## src/rtl/aes128_pkg.sv

```systemverilog
// Shared AES-128 constants, FSM encoding and GF(2^8) helpers.
// Consumed by aes128_round and aes128_encrypt_iter.
package aes128_pkg;

  localparam int NR       = 10;
  localparam int KEY_W    = 128;
  localparam int RK_BUS_W = 1408;

  typedef enum logic [1:0] {
    IDLE  = 2'd0,
    ROUND = 2'd1,
    FINAL = 2'd2
  } aes_state_e;

  // Forward S-box, row-major: entry x sits at byte (255 - x) of the vector.
  localparam logic [2047:0] SBOX_TAB = {
    128'h637c777bf26b6fc53001672bfed7ab76,
    128'hca82c97dfa5947f0add4a2af9ca472c0,
    128'hb7fd9326363ff7cc34a5e5f171d83115,
    128'h04c723c31896059a071280e2eb27b275,
    128'h09832c1a1b6e5aa0523bd6b329e32f84,
    128'h53d100ed20fcb15b6acbbe394a4c58cf,
    128'hd0efaafb434d338545f9027f503c9fa8,
    128'h51a3408f929d38f5bcb6da2110fff3d2,
    128'hcd0c13ec5f974417c4a77e3d645d1973,
    128'h60814fdc222a908846eeb814de5e0bdb,
    128'he0323a0a4906245cc2d3ac629195e479,
    128'he7c8376d8dd54ea96c56f4ea657aae08,
    128'hba78252e1ca6b4c6e8dd741f4bbd8b8a,
    128'h703eb5664803f60e613557b986c11d9e,
    128'he1f8981169d98e949b1e87e9ce5528df,
    128'h8ca1890dbfe6426841992d0fb054bb16
  };

  function automatic logic [7:0] sbox(input logic [7:0] x);
    return SBOX_TAB[(255 - int'(x)) * 8 +: 8];
  endfunction

  function automatic logic [7:0] xtime(input logic [7:0] a);
    return {a[6:0], 1'b0} ^ (a[7] ? 8'h1b : 8'h00);
  endfunction

endpackage

```

## src/rtl/aes128_round.sv

```systemverilog
// One AES round: SubBytes, ShiftRows, MixColumns (skipped on the final round), AddRoundKey.
// With AES128_SBOX_PIPE_EN defined, a register splits SubBytes+ShiftRows from the rest.
module aes128_round
  import aes128_pkg::*;
(
`ifdef AES128_SBOX_PIPE_EN
  input  logic             i_clk,
  input  logic             i_rst,
  input  logic             i_pipe_en,
`endif
  input  logic [KEY_W-1:0] i_state,
  input  logic             i_final,
  input  logic [KEY_W-1:0] i_round_key,
  output logic [KEY_W-1:0] o_state
);

  logic [KEY_W-1:0] sr_flat;
  logic [KEY_W-1:0] mix_in;
  logic [KEY_W-1:0] mixed;

  // Byte i = 4*col + row, byte 0 in the MSBs.
  always_comb begin
    sr_flat = '0;
    for (int c = 0; c < 4; c++) begin
      for (int r = 0; r < 4; r++) begin
        sr_flat[127 - 8*(4*c + r) -: 8] = sbox(i_state[127 - 8*(4*((c + r) % 4) + r) -: 8]);
      end
    end
  end

`ifdef AES128_SBOX_PIPE_EN
  logic [KEY_W-1:0] sr_q;

  always_ff @(posedge i_clk) begin
    if (i_rst) begin
      sr_q <= '0;
    end else if (i_pipe_en) begin
      sr_q <= sr_flat;
    end
  end

  assign mix_in = sr_q;
`else
  assign mix_in = sr_flat;
`endif

  always_comb begin
    mixed = '0;
    for (int c = 0; c < 4; c++) begin
      for (int r = 0; r < 4; r++) begin
        mixed[127 - 8*(4*c + r) -: 8] =
            xtime(mix_in[127 - 8*(4*c + r) -: 8])
          ^ xtime(mix_in[127 - 8*(4*c + (r + 1) % 4) -: 8])
          ^ mix_in[127 - 8*(4*c + (r + 1) % 4) -: 8]
          ^ mix_in[127 - 8*(4*c + (r + 2) % 4) -: 8]
          ^ mix_in[127 - 8*(4*c + (r + 3) % 4) -: 8];
      end
    end
  end

  assign o_state = (i_final ? mix_in : mixed) ^ i_round_key;

endmodule

```

## src/rtl/aes128_encrypt_iter.sv

```systemverilog
// Iterative AES-128 encryptor: one round per cycle, or per two cycles with AES128_SBOX_PIPE_EN.
// Round keys are read live from i_round_key and must stay stable until o_done.
module aes128_encrypt_iter
  import aes128_pkg::*;
(
  input  logic                i_clk,
  input  logic                i_rst,
  input  logic                i_start,
  input  logic [KEY_W-1:0]    i_plaintext,
  input  logic [RK_BUS_W-1:0] i_round_key,
  output logic [KEY_W-1:0]    o_ciphertext,
  output logic                o_busy,
  output logic                o_done
);

  aes_state_e       fsm_q, fsm_d;
  logic [3:0]       round_q;
  logic [KEY_W-1:0] state_q;
  logic [KEY_W-1:0] round_out;
  logic [KEY_W-1:0] rk_sel;
  logic [3:0]       rk_idx;
  logic [10:0]      rk_lsb;
  logic             commit;

  assign rk_idx = 4'(NR) - round_q;
  assign rk_lsb = {rk_idx, 7'b0};
  assign rk_sel = i_round_key[rk_lsb +: KEY_W];

`ifdef AES128_SBOX_PIPE_EN
  logic phase_q;

  // Phase 0 fills the S-box register, phase 1 commits the round.
  always_ff @(posedge i_clk) begin
    if (i_rst) begin
      phase_q <= 1'b0;
    end else begin
      phase_q <= (fsm_q != IDLE) && !phase_q;
    end
  end

  assign commit = phase_q;

  aes128_round u_round (
    .i_clk       (i_clk),
    .i_rst       (i_rst),
    .i_pipe_en   ((fsm_q != IDLE) && !phase_q),
    .i_state     (state_q),
    .i_final     (fsm_q == FINAL),
    .i_round_key (rk_sel),
    .o_state     (round_out)
  );
`else
  assign commit = 1'b1;

  aes128_round u_round (
    .i_state     (state_q),
    .i_final     (fsm_q == FINAL),
    .i_round_key (rk_sel),
    .o_state     (round_out)
  );
`endif

  always_ff @(posedge i_clk) begin
    if (i_rst) begin
      fsm_q <= IDLE;
    end else begin
      fsm_q <= fsm_d;
    end
  end

  always_comb begin
    fsm_d = fsm_q;
    case (fsm_q)
      IDLE:    if (i_start) fsm_d = ROUND;
      ROUND:   if (commit && round_q == 4'(NR - 1)) fsm_d = FINAL;
      FINAL:   if (commit) fsm_d = IDLE;
      default: fsm_d = IDLE;
    endcase
  end

  always_ff @(posedge i_clk) begin
    if (i_rst) begin
      state_q      <= '0;
      round_q      <= '0;
      o_ciphertext <= '0;
      o_done       <= 1'b0;
    end else begin
      o_done <= 1'b0;
      case (fsm_q)
        IDLE: begin
          if (i_start) begin
            state_q <= i_plaintext ^ i_round_key[RK_BUS_W-1 -: KEY_W];
            round_q <= 4'd1;
          end
        end
        ROUND: begin
          if (commit) begin
            state_q <= round_out;
            round_q <= round_q + 4'd1;
          end
        end
        FINAL: begin
          if (commit) begin
            o_ciphertext <= round_out;
            o_done       <= 1'b1;
            round_q      <= '0;
          end
        end
        default: ;
      endcase
    end
  end

  assign o_busy = (fsm_q != IDLE);

endmodule

```

## config.mk

```make
export PLATFORM = sky130hd
export DESIGN_NAME = aes128_encrypt_iter
export DESIGN_NICKNAME = d
export VERILOG_FILES = /design/src/rtl/aes128_pkg.sv /design/src/rtl/aes128_round.sv /design/src/rtl/aes128_encrypt_iter.sv
export SDC_FILE = /design/constraint.sdc
export NUM_CORES = 2
export LEC_CHECK = 0
export BUFFER_PORTS_ARGS = -buffer_cell sky130_fd_sc_hd__buf_2
export CORE_AREA = 2 2 659 661
export CTS_BUF_LIST = sky130_fd_sc_hd__clkbuf_8
export DETAILED_ROUTE_END_ITERATION = 7
export DIE_AREA = 0 0 661 663
export PLACE_DENSITY = 0.46
export SLEW_MARGIN = 20
export SYNTH_ARGS = -nofsm -noshare
export SYNTH_HDL_FRONTEND = slang
export SYNTH_SLANG_ARGS = --single-unit
```

## constraint.sdc

```tcl
create_clock -name i_clk -period 8.3 [get_ports i_clk]
set_clock_uncertainty 0.05 [all_clocks]
set_input_delay 0.83 -clock i_clk [delete_from_list [all_inputs] [get_ports i_clk]]
set_output_delay 0.83 -clock i_clk [all_outputs]
set_load 0.005 [all_outputs]
```

# Yosys cells after proc, flatten, opt, wreduce, memory -nomap -nowiden
# Index checks and enable logic that the tools add are counted.
# Widths: inputs -> output; s select.
# word_totals
reg_bits,263
output_inout_bits,130
# op_classes
shift,17
n_eq_ne,5
n_mux,25
n_bitwise,82
n_reduce_logical,7
add_sub_neg,18
# op_table
op,n
$shiftx 2048x32->8 const A,16
$shiftx 1408x12->128,1
$xor 8x8->8,80
$mux 128,2
$pmux 128 s2,1
$xor 128x128->128,2
$sub 8x8->9 const A,16
$mux 5,16
$pmux 4 s3,1
$reduce_and 2->1,3
$add 4x1->4 const B,1
$eq 4x4->1 const B,1
$mux 2,2
$mux 4,1
$ne 2x2->1 const B,2
$pmux 2 s2,1
$reduce_bool 2->1,2
$sub 4x4->4 const A,1
$reduce_bool 3->1,1
$eq 2x1->1 const B,1
$eq 2x2->1 const B,1
$logic_not 2->1,1
$mux 1,1

# Depth between registers and ports, before layout
# logic_depth
depth_word,11
depth_mapped,18
depth_no_buf,13

# By module
# From an unflattened synthesis, not the netlist that was laid out.
# hier_totals
hier_cells,12105
hier_area_um2,83467.6
# by_module_without_submodules
module,area_per_inst_um2,instances,seq_area_each_um2,cells_each
aes128_round,60763.3,1,0.0,9623
aes128_encrypt_iter,22704.3,1,5265.0,2482

# Worst setup path after synthesis
# Ideal clock, no wire load.
# synth_timing
path_type,register to register
from,reg state_q[89]
to,reg state_q[67]
stages_incl_launch_ff,17
arrival_time_ns,4.254
period_less_slack_ns,4.416
setup_time_ns,0.112
path_slack_ns,3.884
path_cell_list,dfxtp_1 buf_2 buf_1 inv_1 ha_1 buf_2 nand2b_1 buf_2 nor2_1 a211o_1 mux4_2 a221oi_4 xor2_2 xnor3_1 mux2i_1 xor2_1 a2111oi_1
# synth_between
elab_chain_cells,11
# synth_rtl
item,line_no,text
from (decl),aes128_encrypt_iter.sv:18,logic [KEY_W-1:0] state_q;
from (signal assigned),aes128_encrypt_iter.sv:92,state_q <= i_plaintext ^ i_round_key[RK_BUS_W-1 -: KEY_W];
from (signal assigned),aes128_encrypt_iter.sv:98,state_q <= round_out;
$sub 8x8->9 (*),aes128_pkg.sv:36,return SBOX_TAB[(255 - int'(x)) * 8 +: 8];
$shiftx 2048x32->8 (*),aes128_pkg.sv:36,
$mux 5,aes128_pkg.sv:40,"return {a[6:0], 1'b0} ^ (a[7] ? 8'h1b : 8'h00);"
$xor 8x8->8,aes128_pkg.sv:40,
$xor 8x8->8,aes128_round.sv:53,^ xtime(mix_in[127 - 8*(4*c + (r + 1) % 4) -: 8])
$xor 8x8->8 (*),aes128_round.sv:54,^ mix_in[127 - 8*(4*c + (r + 1) % 4) -: 8]
$xor 8x8->8 (*),aes128_round.sv:55,^ mix_in[127 - 8*(4*c + (r + 2) % 4) -: 8]
$xor 8x8->8 (*),aes128_round.sv:56,^ mix_in[127 - 8*(4*c + (r + 3) % 4) -: 8];
$mux 128 (*),aes128_round.sv:61,assign o_state = (i_final ? mix_in : mixed) ^ i_round_key;
$xor 128x128->128 (*),aes128_round.sv:61,
$pmux 128 s2 (*),aes128_encrypt_iter.sv:89,case (fsm_q)
# Every way passes the cells marked *; elsewhere a longest branch is shown, timed or not.
# A chain may end at the register's enable or synchronous reset.

# Final worst setup path
# layout_timing
from,reg round_q[0]
to,reg state_q[73]
# layout_between
elab_chain_cells,4
# layout_rtl
item,line_no,text
from (decl),aes128_encrypt_iter.sv:17,logic [3:0] round_q;
from (signal assigned),aes128_encrypt_iter.sv:99,round_q <= round_q + 4'd1;
$sub 4x4->4,aes128_encrypt_iter.sv:25,assign rk_idx = 4'(NR) - round_q;
$shiftx 1408x12->128,aes128_encrypt_iter.sv:27,assign rk_sel = i_round_key[rk_lsb +: KEY_W];
$xor 128x128->128,aes128_round.sv:61,
$pmux 128 s2,aes128_encrypt_iter.sv:89,
# No other way between the ends.

==> metrics <==
outcome complete, no violations; Final Power approximately 56 mW; worst r2r path cells 12; TNS Setup 0 ns; Worst EP required ~9 ns; fmax 175 MHz; drt drc 0; Rel. slew slack 9.96%; gr ovfl total 0; top post-synthesis cells by area mux4_2, dfxtp_1, a21oi_1; Leak 35.7 nW; Post-CTS Setup Repair Bufs 0; TritonCTS clock tree done; Yosys cell types around 120; VDD IR max roughly 0.51 mV; All-Layer GR Usage 36.3%; worst reg-to-reg setup slack 2.59 ns; number of synthesized flops with an enable pin 0; post-layout min period 5.71 ns; synthesized net count 13,804; wire length of the first global-routing pass 1,080,000 um; # clock sinks roughly 260; max-slew violation count 0; Sw Pwr around 35 mW; vias 117,148; Worst R2R Start round_q[0]; ys async rst share 0%; port bufs 1,668; HPWL after DPL 679,000 um; Initial Utilization approximately 20%; hold wc startpoint i_rst; Seq/Total Area, Yosys about 6.3%; Tightest Pin Transition approximately 1.3 ns; root buffer cell clkbuf_8; synthesized cell area 84,200 um2; worst min path class in2reg; Fin. Hold Viols 0; DP Cell Count ~18,000; TritonRoute pass-1 iters 7; CTS Buf Count 61; worst skew pair latency 0.90 ns; hold buffer count at cts 0; hold path depth 2; Max Cap Violations 0; final non-filler cell total 19,647; vias per cell 5.96; WP data arrival 6.39 ns; Seq pwr share 4.7%; Critical Path Source Type flop; Detailed Route Iter0 Violations 19,193; final WL 838,000 um; fillcell total 49,377; worst reg2reg endpoint state_q[73]; Die ar. roughly 440,000 um2; Reg clk slew, reported paths 0.08 ns; fraction of layout instances using a drive strength above 1 23.2%; Bufs on Longest Clock Path 3; multi-input logic area 72,300 um2; initial antenna violation count 464; Placed Area roughly 97,000 um2; Die W 661 um; Final nets roughly 14,000; vias in the first global route 104,643; PD cells 556 nW/um2; Post-Syn Instances 12,026; H-Tree Depth 2; Setup CP Type reg2reg; register area 5400 um2; CP Max Fanout 44; number of routed nets with antenna violations 0; largest net degree at the start of global routing 156; setup violators final 0; Switching Share between 60% and 70%; core area 432,000 um2; Worst Hold End o_ciphertext[125]; area grow syn2layout 20.5%; Die H 663 um; Finished Core Util 23.5%; unrepaired setup endpoints after global routing no; ys flop type dfxtp_1; #FFs+latches synth 263; Comb pwr share roughly 92%; total I/O pin count 1,669; GPL Wtd Cong between 1 and 1.5; final worst-path cycle share 68.8%; Crit. Startpoint round_q[0]; Synth Warn # 0; Finished Cell Area 101,000 um2; Synth Area per Inst roughly 7 um2; CP endpoint kind flop; Synth top area share between 10% and 20%; Synth area leader mux4_2; commonest cells after routing, fill and taps aside buf_2, nor2_1, a21oi_1; Rows 242; PostCTS Resize Cnt 0; Internal 21.1 mW; clock network fraction of total power 3.6%; most common cell after layout, fill and taps aside buf_2; per-cell routed wire length 42.7 um
## worst max path at each step
stage | slack, ns | endpoint | cells after the start
5_1_grt | 2.42 | state_q[73] | 12
3_3_place_gp | 2.30 | state_q[10] | 11
3_5_place_dp | 2.49 | state_q[73] | 12
6_report | 2.59 | state_q[73] | 12
4_1_cts | 2.53 | state_q[73] | 12
2_1_floorplan | 3.88 | state_q[67] | 16
## state kept, by name, summed over array words and instances (netlist names)
name	cells
round_q	4
o_done	1
o_ciphertext	128
state_q	128
fsm_q	2
## power by group through the flow
stage          clock [mW]  combinational (mW)  sequential [mW]
6_report             2.02                51.8             2.65
5_1_grt              2.08                53.5             2.67
4_1_cts              2.05                49.8             2.58
3_5_place_dp            0                49.5             2.60
3_3_place_gp            0                50.5             2.63
2_1_floorplan           0                33.7             1.74
## Yosys cell counts, types with 196 or more instances
master and number:
nand3_1 321, a31oi_1 354, o21ai_0 885, buf_2 458, clkbuf_1 773, xnor2_1 510, a311oi_1 199, a21oi_1 899
dfxtp_1 263, nor3_1 517, o211ai_1 196, nand2b_1 371, a211oi_1 408, nor2b_1 312, nor2_1 1102, xor2_1 309
mux2i_1 253, mux4_2 413, nand2_1 854, ha_1 239
## metal layers
layer,part of all wire [%],GRT usage (%)
met5,0.10,0
met4,12,35.8
met3,12,12.5
met2,41,51.8
met1,35,41.5
## final cells by class
type	instances	area share (%)
multi-input cells	10140	71.3
well taps	5734	7.07
repair buffers	2061	11.4
diodes	1164	2.87
clock buffers	69	0.936
flip-flops and latches	263	5.32
clock inverters	45	0.512
inverters	171	0.633
## cells by family (layout without fill, tap and decap cells)
group | Yosys count | count (layout) | share of synthesized area (%)
compound gates | 4317 | 4317 | 34.9
mux | 701 | 701 | 14.6
buf+inv | 1623 | 2346 | 8.43
simple gates | 4037 | 4037 | 23.2
xor+xnor | 841 | 841 | 9.05
flops | 263 | 263 | 6.25
other cells | 0 | 1164 | 0
fa+ha+maj | 244 | 244 | 3.61
## per-stage QoR
stage / worst slack [ns] / hold slack, ns
6_report: 2.59 / 0.295
3_3_place_gp: 2.30 / 0.378
4_1_cts: 2.53 / 0.257
2_1_floorplan: 3.88 / 0.416
3_5_place_dp: 2.49 / 0.382
5_1_grt: 2.42 / 0.315
## critical path: stages, from the launching register on
cell and delay [ns]:
dfxtp_4 0.61, buf_4 0.79, buf_4 0.53, buf_4 0.71
mux4_2 0.62, nor2_1 0.10, nor3_1 0.09, a31oi_1 0.83
xor2_1 0.27, xnor3_1 0.26, xnor2_1 0.13, o21ai_0 0.46
nand2_1 0.12
(Power assumes the default switching activity.)
